<file path="config.mk">
export PLATFORM = sky130hd
export DESIGN_NAME = alu_ctrl_decoder_flat
export DESIGN_NICKNAME = d
export VERILOG_FILES = /design/src/rtl/alu_ctrl_decoder_if.sv /design/src/rtl/alu_ctrl_decoder.sv /design/src/flat_wrapper.sv
export SDC_FILE = /design/constraint.sdc
export NUM_CORES = 1
export LEC_CHECK = 0
export ABC_AREA = 1
export BUFFER_PORTS_ARGS = -buffer_cell sky130_fd_sc_hd__buf_2
export CORE_MARGIN = 3
export CORE_UTILIZATION = 35
export CTS_BUF_LIST = sky130_fd_sc_hd__clkbuf_8
export DETAILED_ROUTE_END_ITERATION = 10
export PLACE_DENSITY = 0.68
export SETUP_SLACK_MARGIN = 0.1
export SLEW_MARGIN = 20
export SYNTH_ARGS = -nofsm -noshare
export SYNTH_HDL_FRONTEND = slang
export SYNTH_SLANG_ARGS = --single-unit
</file>
<file path="constraint.sdc">
create_clock -name i_clk -period 1.17 [get_ports i_clk]
set_clock_uncertainty 0.2 [all_clocks]
set_input_delay 0.234 -clock i_clk [delete_from_list [all_inputs] [get_ports i_clk]]
set_output_delay 0.234 -clock i_clk [all_outputs]
set_load 0.005 [all_outputs]
</file>
<file path="src/rtl/alu_ctrl_decoder_if.sv">
// Decode-stage request/response bundle for alu_ctrl_decoder.
// The master drives instruction fields and pipeline controls; the slave returns ALU controls.
interface alu_ctrl_decoder_if #(
    parameter int unsigned CTR_BUS_WIDTH = 4,
    parameter int unsigned OP_WIDTH      = 6
);
    logic                     i_valid;
    logic                     i_stall;
    logic                     i_flush;
    logic [OP_WIDTH-1:0]      i_opcode;
    logic [OP_WIDTH-1:0]      i_funct;
    logic [CTR_BUS_WIDTH-1:0] o_ctr_code;
    logic [1:0]               o_sel_a;
    logic [1:0]               o_sel_b;
    logic [1:0]               o_ext;
    logic                     o_valid;
    logic                     o_illegal;

    modport master (
        output i_valid, i_stall, i_flush, i_opcode, i_funct,
        input  o_ctr_code, o_sel_a, o_sel_b, o_ext, o_valid, o_illegal
    );

    modport slave (
        input  i_valid, i_stall, i_flush, i_opcode, i_funct,
        output o_ctr_code, o_sel_a, o_sel_b, o_ext, o_valid, o_illegal
    );
endinterface

</file>
<file path="src/rtl/alu_ctrl_decoder.sv">
// Registered ALU-control decode at the ID/EX boundary: MIPS opcode/funct to ALU op,
// operand selects and immediate extension, with stall/flush and illegal-encoding flag.
module alu_ctrl_decoder #(
    parameter int unsigned CTR_BUS_WIDTH = 4,
    parameter int unsigned OP_WIDTH      = 6
) (
    input logic               i_clk,
    input logic               i_reset,
    alu_ctrl_decoder_if.slave bus
);
    localparam logic [CTR_BUS_WIDTH-1:0] ALU_SLL  = CTR_BUS_WIDTH'(0);
    localparam logic [CTR_BUS_WIDTH-1:0] ALU_SRL  = CTR_BUS_WIDTH'(1);
    localparam logic [CTR_BUS_WIDTH-1:0] ALU_SRA  = CTR_BUS_WIDTH'(2);
    localparam logic [CTR_BUS_WIDTH-1:0] ALU_ADD  = CTR_BUS_WIDTH'(3);
    localparam logic [CTR_BUS_WIDTH-1:0] ALU_ADDU = CTR_BUS_WIDTH'(4);
    localparam logic [CTR_BUS_WIDTH-1:0] ALU_SUB  = CTR_BUS_WIDTH'(5);
    localparam logic [CTR_BUS_WIDTH-1:0] ALU_SUBU = CTR_BUS_WIDTH'(6);
    localparam logic [CTR_BUS_WIDTH-1:0] ALU_AND  = CTR_BUS_WIDTH'(7);
    localparam logic [CTR_BUS_WIDTH-1:0] ALU_OR   = CTR_BUS_WIDTH'(8);
    localparam logic [CTR_BUS_WIDTH-1:0] ALU_XOR  = CTR_BUS_WIDTH'(9);
    localparam logic [CTR_BUS_WIDTH-1:0] ALU_NOR  = CTR_BUS_WIDTH'(10);
    localparam logic [CTR_BUS_WIDTH-1:0] ALU_SLT  = CTR_BUS_WIDTH'(11);
    localparam logic [CTR_BUS_WIDTH-1:0] ALU_SLLV = CTR_BUS_WIDTH'(12);
    localparam logic [CTR_BUS_WIDTH-1:0] ALU_SRLV = CTR_BUS_WIDTH'(13);
    localparam logic [CTR_BUS_WIDTH-1:0] ALU_SRAV = CTR_BUS_WIDTH'(14);
    localparam logic [CTR_BUS_WIDTH-1:0] ALU_SC_B = CTR_BUS_WIDTH'(15);

    localparam logic [1:0] SEL_RS    = 2'd0;
    localparam logic [1:0] SEL_SHAMT = 2'd1;
    localparam logic [1:0] SEL_RT    = 2'd2;
    localparam logic [1:0] SELB_RT   = 2'd0;
    localparam logic [1:0] SELB_IMM  = 2'd1;
    localparam logic [1:0] SELB_RS   = 2'd2;
    localparam logic [1:0] EXT_SIGN  = 2'd0;
    localparam logic [1:0] EXT_ZERO  = 2'd1;
    localparam logic [1:0] EXT_UPPER = 2'd2;

    logic [CTR_BUS_WIDTH-1:0] w_ctr;
    logic [1:0]               w_sel_a;
    logic [1:0]               w_sel_b;
    logic [1:0]               w_ext;
    logic                     w_illegal;

    logic [CTR_BUS_WIDTH-1:0] r_ctr;
    logic [1:0]               r_sel_a;
    logic [1:0]               r_sel_b;
    logic [1:0]               r_ext;
    logic                     r_valid;
    logic                     r_illegal;

    // Defaults are the illegal/bubble pattern; each legal encoding overrides what it needs.
    always_comb begin
        w_ctr     = ALU_ADDU;
        w_sel_a   = SEL_RS;
        w_sel_b   = SELB_RT;
        w_ext     = EXT_SIGN;
        w_illegal = 1'b0;
        case (bus.i_opcode)
            OP_WIDTH'(6'h00): begin
                case (bus.i_funct)
                    OP_WIDTH'(6'h00): begin w_ctr = ALU_SLL;  w_sel_a = SEL_SHAMT; end
                    OP_WIDTH'(6'h02): begin w_ctr = ALU_SRL;  w_sel_a = SEL_SHAMT; end
                    OP_WIDTH'(6'h03): begin w_ctr = ALU_SRA;  w_sel_a = SEL_SHAMT; end
                    OP_WIDTH'(6'h04): begin w_ctr = ALU_SLLV; w_sel_a = SEL_RT; w_sel_b = SELB_RS; end
                    OP_WIDTH'(6'h06): begin w_ctr = ALU_SRLV; w_sel_a = SEL_RT; w_sel_b = SELB_RS; end
                    OP_WIDTH'(6'h07): begin w_ctr = ALU_SRAV; w_sel_a = SEL_RT; w_sel_b = SELB_RS; end
                    OP_WIDTH'(6'h08),
                    OP_WIDTH'(6'h09): w_ctr = ALU_ADDU;
                    OP_WIDTH'(6'h20): w_ctr = ALU_ADD;
                    OP_WIDTH'(6'h21): w_ctr = ALU_ADDU;
                    OP_WIDTH'(6'h22): w_ctr = ALU_SUB;
                    OP_WIDTH'(6'h23): w_ctr = ALU_SUBU;
                    OP_WIDTH'(6'h24): w_ctr = ALU_AND;
                    OP_WIDTH'(6'h25): w_ctr = ALU_OR;
                    OP_WIDTH'(6'h26): w_ctr = ALU_XOR;
                    OP_WIDTH'(6'h27): w_ctr = ALU_NOR;
                    OP_WIDTH'(6'h2A): w_ctr = ALU_SLT;
                    default:          w_illegal = 1'b1;
                endcase
            end
            OP_WIDTH'(6'h02),
            OP_WIDTH'(6'h03): w_ctr = ALU_SC_B;
            OP_WIDTH'(6'h04),
            OP_WIDTH'(6'h05): w_ctr = ALU_SUBU;
            OP_WIDTH'(6'h08): begin w_ctr = ALU_ADD;  w_sel_b = SELB_IMM; w_ext = EXT_SIGN;  end
            OP_WIDTH'(6'h09): begin w_ctr = ALU_ADDU; w_sel_b = SELB_IMM; w_ext = EXT_SIGN;  end
            OP_WIDTH'(6'h0A): begin w_ctr = ALU_SLT;  w_sel_b = SELB_IMM; w_ext = EXT_SIGN;  end
            OP_WIDTH'(6'h0C): begin w_ctr = ALU_AND;  w_sel_b = SELB_IMM; w_ext = EXT_ZERO;  end
            OP_WIDTH'(6'h0D): begin w_ctr = ALU_OR;   w_sel_b = SELB_IMM; w_ext = EXT_ZERO;  end
            OP_WIDTH'(6'h0E): begin w_ctr = ALU_XOR;  w_sel_b = SELB_IMM; w_ext = EXT_ZERO;  end
            OP_WIDTH'(6'h0F): begin w_ctr = ALU_SC_B; w_sel_b = SELB_IMM; w_ext = EXT_UPPER; end
            OP_WIDTH'(6'h20), OP_WIDTH'(6'h21), OP_WIDTH'(6'h23),
            OP_WIDTH'(6'h24), OP_WIDTH'(6'h25), OP_WIDTH'(6'h27),
            OP_WIDTH'(6'h28), OP_WIDTH'(6'h29), OP_WIDTH'(6'h2B): begin
                w_ctr   = ALU_ADDU;
                w_sel_b = SELB_IMM;
                w_ext   = EXT_SIGN;
            end
            default: w_illegal = 1'b1;
        endcase
        // Illegal encodings emit the bubble controls regardless of partial decode.
        if (w_illegal) begin
            w_ctr   = ALU_ADDU;
            w_sel_a = SEL_RS;
            w_sel_b = SELB_RT;
            w_ext   = EXT_SIGN;
        end
    end

    // Flush beats stall beats load; invalid loads take the bubble so X fields never reach state.
    always_ff @(posedge i_clk or negedge i_reset) begin
        if (!i_reset) begin
            r_ctr     <= ALU_ADDU;
            r_sel_a   <= SEL_RS;
            r_sel_b   <= SELB_RT;
            r_ext     <= EXT_SIGN;
            r_valid   <= 1'b0;
            r_illegal <= 1'b0;
        end else if (bus.i_flush || (!bus.i_stall && !bus.i_valid)) begin
            r_ctr     <= ALU_ADDU;
            r_sel_a   <= SEL_RS;
            r_sel_b   <= SELB_RT;
            r_ext     <= EXT_SIGN;
            r_valid   <= 1'b0;
            r_illegal <= 1'b0;
        end else if (!bus.i_stall) begin
            r_ctr     <= w_ctr;
            r_sel_a   <= w_sel_a;
            r_sel_b   <= w_sel_b;
            r_ext     <= w_ext;
            r_valid   <= !w_illegal;
            r_illegal <= w_illegal;
        end
    end

    assign bus.o_ctr_code = r_ctr;
    assign bus.o_sel_a    = r_sel_a;
    assign bus.o_sel_b    = r_sel_b;
    assign bus.o_ext      = r_ext;
    assign bus.o_valid    = r_valid;
    assign bus.o_illegal  = r_illegal;
endmodule

</file>
<file path="src/flat_wrapper.sv">
// flat-port wrapper written by rule: the top's interface ports become plain ports
module alu_ctrl_decoder_flat 
#(
    parameter int unsigned CTR_BUS_WIDTH = 4,
    parameter int unsigned OP_WIDTH      = 6
)
  (i_clk, i_reset, bus_i_valid, bus_i_stall, bus_i_flush, bus_i_opcode, bus_i_funct, bus_o_ctr_code, bus_o_sel_a, bus_o_sel_b, bus_o_ext, bus_o_valid, bus_o_illegal);
  alu_ctrl_decoder_if #(.CTR_BUS_WIDTH(CTR_BUS_WIDTH), .OP_WIDTH(OP_WIDTH)) bus_i ();
  input logic i_clk;
  input logic i_reset;
  input wire logic [$bits(bus_i.i_valid)-1:0] bus_i_valid;
  input wire logic [$bits(bus_i.i_stall)-1:0] bus_i_stall;
  input wire logic [$bits(bus_i.i_flush)-1:0] bus_i_flush;
  input wire logic [$bits(bus_i.i_opcode)-1:0] bus_i_opcode;
  input wire logic [$bits(bus_i.i_funct)-1:0] bus_i_funct;
  output wire logic [$bits(bus_i.o_ctr_code)-1:0] bus_o_ctr_code;
  output wire logic [$bits(bus_i.o_sel_a)-1:0] bus_o_sel_a;
  output wire logic [$bits(bus_i.o_sel_b)-1:0] bus_o_sel_b;
  output wire logic [$bits(bus_i.o_ext)-1:0] bus_o_ext;
  output wire logic [$bits(bus_i.o_valid)-1:0] bus_o_valid;
  output wire logic [$bits(bus_i.o_illegal)-1:0] bus_o_illegal;
  assign bus_i.i_valid = bus_i_valid;
  assign bus_i.i_stall = bus_i_stall;
  assign bus_i.i_flush = bus_i_flush;
  assign bus_i.i_opcode = bus_i_opcode;
  assign bus_i.i_funct = bus_i_funct;
  assign bus_o_ctr_code = bus_i.o_ctr_code;
  assign bus_o_sel_a = bus_i.o_sel_a;
  assign bus_o_sel_b = bus_i.o_sel_b;
  assign bus_o_ext = bus_i.o_ext;
  assign bus_o_valid = bus_i.o_valid;
  assign bus_o_illegal = bus_i.o_illegal;
  alu_ctrl_decoder #(.CTR_BUS_WIDTH(CTR_BUS_WIDTH), .OP_WIDTH(OP_WIDTH)) u_core (.i_clk(i_clk), .i_reset(i_reset), .bus(bus_i));
endmodule
</file>
Word level (Yosys, flattened, before mapping)
Cells that the tools add are included.
{"block": "op_classes", "n_reduce_logical": 15, "n_mux": 25, "n_eq_ne": 37}
{"cell": "$eq 6x6->1 const B", "count": 18}
{"cell": "$pmux 4 s14", "count": 1}
{"cell": "$eq 6x4->1 const B", "count": 9}
{"cell": "$pmux 4 s8", "count": 1}
{"cell": "$eq 6x3->1 const B", "count": 5}
{"cell": "$eq 6x2->1 const B", "count": 4}
{"cell": "$mux 2", "count": 11}
{"cell": "$reduce_or 20->1", "count": 1}
{"cell": "$reduce_or 17->1", "count": 1}
{"cell": "$reduce_or 16->1", "count": 1}
{"cell": "$logic_not 6->1", "count": 2}
{"cell": "$mux 4", "count": 3}
{"cell": "$pmux 2 s2", "count": 3}
{"cell": "$reduce_or 3->1", "count": 4}
{"cell": "$mux 1", "count": 5}
{"cell": "$logic_not 1->1", "count": 3}
{"cell": "$ne 2x1->1 const B", "count": 1}
{"cell": "$pmux 1 s2", "count": 1}
{"cell": "$reduce_or 2->1", "count": 1}
{"cell": "$logic_and 1x1->1", "count": 1}
{"cell": "$logic_or 1x1->1", "count": 1}
{"block": "totals", "regBits": 12, "wordCells": 83, "inputBits": 17}

Logic depth before layout (Yosys ltp)
{"block": "depth", "depth_word": 7, "ltp_mapped": 12, "depth_no_buf": 12}

Worst setup path before layout
Ideal clock, no wire load.
{"block": "synth_timing", "path_kind": "in2reg", "startpoint": "input bus_i_opcode[5]", "endpoint": "register u_core.r_ctr[0], in the netlist u_core.bus.o_ctr_code[0]", "path_buffers": 0, "slack_ps": -165, "stages": 8, "arrival_ps": 1019, "required_ps": 854, "path_cell_list": "nor2_4 nand3_2 nor2_1 nand4_1 nand3_4 inv_2 nand2_1 nand2_1"}
{"block": "synth_between", "elab_chain_len": 6, "elab_cells_between_ends": 29}
{"item": "start, declared", "line_no": "flat_wrapper.sv:14", "text": "input wire logic [$bits(bus_i.i_opcode)-1:0] bus_i_opcode;"}
{"item": "$eq 6x2->1 (tied with other cells)", "line_no": "alu_ctrl_decoder.sv:58", "text": "case (bus.i_opcode)"}
{"item": "$reduce_or 20->1 (no source line) (tied with other cells)"}
{"item": "$pmux 1 s2 or $pmux 4 s8 (tied branches)", "line_no": "alu_ctrl_decoder.sv:58"}
{"item": "$mux 4 (*)", "line_no": "alu_ctrl_decoder.sv:102", "text": "if (w_illegal) begin"}
{"item": "$mux 4 (*)", "line_no": "alu_ctrl_decoder.sv:126", "text": "end else if (!bus.i_stall) begin"}
{"item": "$mux 4 (*)", "line_no": "alu_ctrl_decoder.sv:119", "text": "end else if (bus.i_flush || (!bus.i_stall && !bus.i_valid)) begin"}
{"item": "end signal, assigned", "line_no": "alu_ctrl_decoder.sv:127", "text": "r_ctr <= w_ctr;"}
{"item": "end, declared", "line_no": "alu_ctrl_decoder.sv:44", "text": "logic [CTR_BUS_WIDTH-1:0] r_ctr;"}
Mark *: on every way between the ends. The rest lies on a longest branch, timed or not. The select of a mux whose other input is x is not followed.
A chain may end at the register's enable or synchronous reset.

Final worst setup path
{"block": "layout_timing", "startpoint": "register u_core.r_ctr[2], in the netlist u_core.bus.o_ctr_code[2]", "endpoint": "output bus_o_ctr_code[2]"}
{"item": "end, declared", "line_no": "flat_wrapper.sv:16", "text": "output wire logic [$bits(bus_i.o_ctr_code)-1:0] bus_o_ctr_code;"}
No word-level cell between the ends.

==> flow_metrics.py <==
metrics = {
    "drt": {
        "wl_mm": 2.96,
        "drt_iter0_drc": 47,
        "drtPass1Iterations": 5,
        "viasPerCell": 4.81,
        "drtAntennaViolNets": 0,
        "wl_per_cell_um": 11.2,
        "drc": 0,
        "vias": 1275,
    },
    "timing": {
        "worst_slew_pin_slew_ns": 0.297,
        "min_period_over_period_pct": 111,
        "min_period_ns": 1.30,
        "hold_violations": 0,
        "fin_tns_setup_ns": -0.853,
        "setup_ws_ns": -0.132,
        "rsz0062_at_grt": "yes",
        "fmax_mhz": 768,
        "slew_viol_final": 0,
        "relSlewSlack_pct": 80.1,
        "setup_viol": 12,
    },
    "layout": {
        "n_antenna_cell": 0,
        "fin_nets": 253,
        "area_growth_syn_to_layout_pct": 72.4,
        "drive_gt1_share_pct": 46.4,
        "fillers": 247,
        "design_area_um2": 1700,
    },
    "setup_path": {
        "cpMaxStageDelayCell": "dfstp_2",
        "cp_top_family": "flip-flops",
        "cp.required_ns": 0.74,
        "path_class": "register to primary output",
        "cp-start-kind": "register",
        "cpPeakStageDelay_ns": 0.54,
        "cp.buffers_inverters": 1,
        "cp-end-kind": "primary output",
        "path_cells": "buf_6",
        "crit_fanout": 2,
        "worstPathArrival_ns": 0.87,
    },
    "floorplanning": {
        "dieArea_um2": 3490,
        "start_util_pct": 38.4,
        "die_x_um": 59.0,
        "die_h_um": 59.0,
        "core.rowCount": 18,
        "io_pins": 29,
        "coreArea_um2": 2570,
    },
    "power_and_ir_drop": {
        "power_per_cell_area_nw_per_um2": 712,
        "peakVddDrop_mv": 0.857,
        "p_sw_uw": 331,
        "share_comb_of_total_power_pct": 28.4,
        "clock_power_share_pct": 36.4,
        "sw_frac_of_total_pct": 27.3,
        "seqPwrFrac_pct": 35.2,
        "p_leak_uw": 0.000979,
        "p_int_uw": 879,
    },
    "cts": {
        "ctsLongestPathBuffers": 2,
        "cts_sinks": 12,
        "cts_tree": "yes",
        "clk_latency_ns": 0.23,
        "htree_num_levels": 1,
        "clkSlewWorstSetupHoldPaths_ns": 0.05,
        "cts_buffers": 3,
        "clk_root_buffer_cell": "clkbuf_8",
    },
    "run": {
        "cap_violations": 0,
    },
    "synthesis": {
        "synth_area_um2": 985,
        "postSynthAreaPerCell_um2": 5.93,
        "synth_fp_nets": 183,
        "yosysSeqAreaShare_pct": 30.6,
        "ys_warn_count": 0,
        "ys_ff_latch": 12,
        "ys_types": 21,
        "postSynthCellCount": 166,
    },
    "global_route": {
        "grt_pass1_vias": 1178,
        "grt_max_degree": 13,
        "gr-total-overflow": 0,
        "grt_use_total_pct": 17.8,
        "grt_first_pass_wirelength_mm": 4.89,
        "antenna_found_initial": 0,
    },
    "place": {
        "placed_cell_area_um2": 1370,
        "gp_congestion": 0.839,
        "port_buffers": 28,
        "hpwlAfterDp_mm": 2.05,
    },
    "worst_hold_path": {
        "hp-class": "input port to register",
    },
    "outcome": {
        "violations": "negative setup slack",
        "status": "finished with violations",
    },
}
==> placed cells by master, fill, tap and decap left out, types with 6 or more instances in the layout <==
cell,Yosys,final
nand2_2,1,7
buf_2,1,19
nand3_1,20,14
nor2_1,27,18
nand3_2,2,6
dfrtp_1,11,11
nor2_4,1,7
buf_4,0,35
buf_6,0,7
nand2_1,61,55
inv_1,17,14
nor2_2,4,8
inv_2,5,6
==> synth_stat cells (all sizes together) <==
cell | instances | area [um2]
o22ai | 1 | 6.26
dfstp | 1 | 26.3
o21ai | 2 | 10.0
inv | 22 | 82.6
buf | 1 | 5.00
and3 | 1 | 6.26
a21oi | 1 | 5.00
nor3 | 3 | 15.0
nor2 | 32 | 138
o41ai | 2 | 17.5
nand4 | 4 | 25.0
nand2 | 62 | 235
dfrtp | 11 | 275
nand3 | 23 | 138
==> power groups by stage <==
stage                     combinational [uW]  clock (uW)  sequential (uW)
after floorplan                          124           0              433
after global placement                   263           0              432
after detailed placement                 263           0              433
after CTS                                325         448              426
after global routing                     379         472              426
final                                    343         441              426
==> area by class of cell <==
cell class	instances	area, um2	share of cell area, %
flip-flops and latches	12	302	17.8
repair buffers	65	492	29.0
clock buffers	4	55.1	3.24
inverters	22	90.1	5.31
well taps	30	37.5	2.21
multi-input cells	132	722	42.5
==> sequential cells by signal, summed over array words and instances (netlist names) <==
signal	cells
u_core.bus.o_sel_a	2
u_core.bus.o_illegal	1
u_core.bus.o_valid	1
u_core.bus.o_ext	2
u_core.bus.o_sel_b	2
u_core.bus.o_ctr_code	4
==> cell families (layout without fill, tap and decap cells) <==
family          Yosys count  in the layout  synth area share [%]
simple gates            125            126                  56.5
flops                    12             12                  30.6
compound gates            6              6                  3.94
buf+inv                  23             91                  8.89
==> worst paths after layout <==
kind,startpoint,to,slack [ns],cells past startpoint
setup / recovery,u_core.bus.o_ctr_code[2],bus_o_ctr_code[2],-0.13,1
hold / removal,bus_i_flush,u_core.bus.o_sel_a[1],0.09,4
setup reg to reg,u_core.bus.o_ctr_code[2],u_core.bus.o_ctr_code[2],0.20,2
hold reg to reg,u_core.bus.o_ctr_code[3],u_core.bus.o_ctr_code[3],0.28,2
max in group asynchronous,i_reset,u_core.bus.o_ctr_code[2],0.30,2
min in group asynchronous,i_reset,u_core.bus.o_sel_a[0],0.20,2
==> stage by stage <==
step                      utilization [%]  hold WS, ns  worst slack [ns]  power (uW)  instances
after floorplan                         -       -0.262            -0.149         558        166
after global placement               53.4      -0.0810            -0.399         695        250
after detailed placement             53.4      -0.0787            -0.443         696        250
after CTS                            63.5        0.110            -0.136        1200        262
after global routing                 66.1        0.108            -0.231        1280        265
final                                66.1       0.0919            -0.132        1210        265
==> metal layers <==
layer | wire [um] | share of wire, % | global-route usage, %
met1 | 1270 | 43 | 22.7
met2 | 1500 | 51 | 32.0
met3 | 151 | 5.1 | 1.96
met4 | 36 | 1.2 | 3.88
met5 | 0 | 0 | 0
==> timing repair <==
item / in CTS / in global routing
hold buffers: 1 / 0
gates resized for setup: 39 / 12
buffers inserted: 6 / 3
pin swaps: 19 / 7
cloned: 1 / 0
endpoints found under the setup margin: 24 / 24
hold endpoints to repair: 12 / 0
Note: power is estimated with default switching activity, not from simulation.
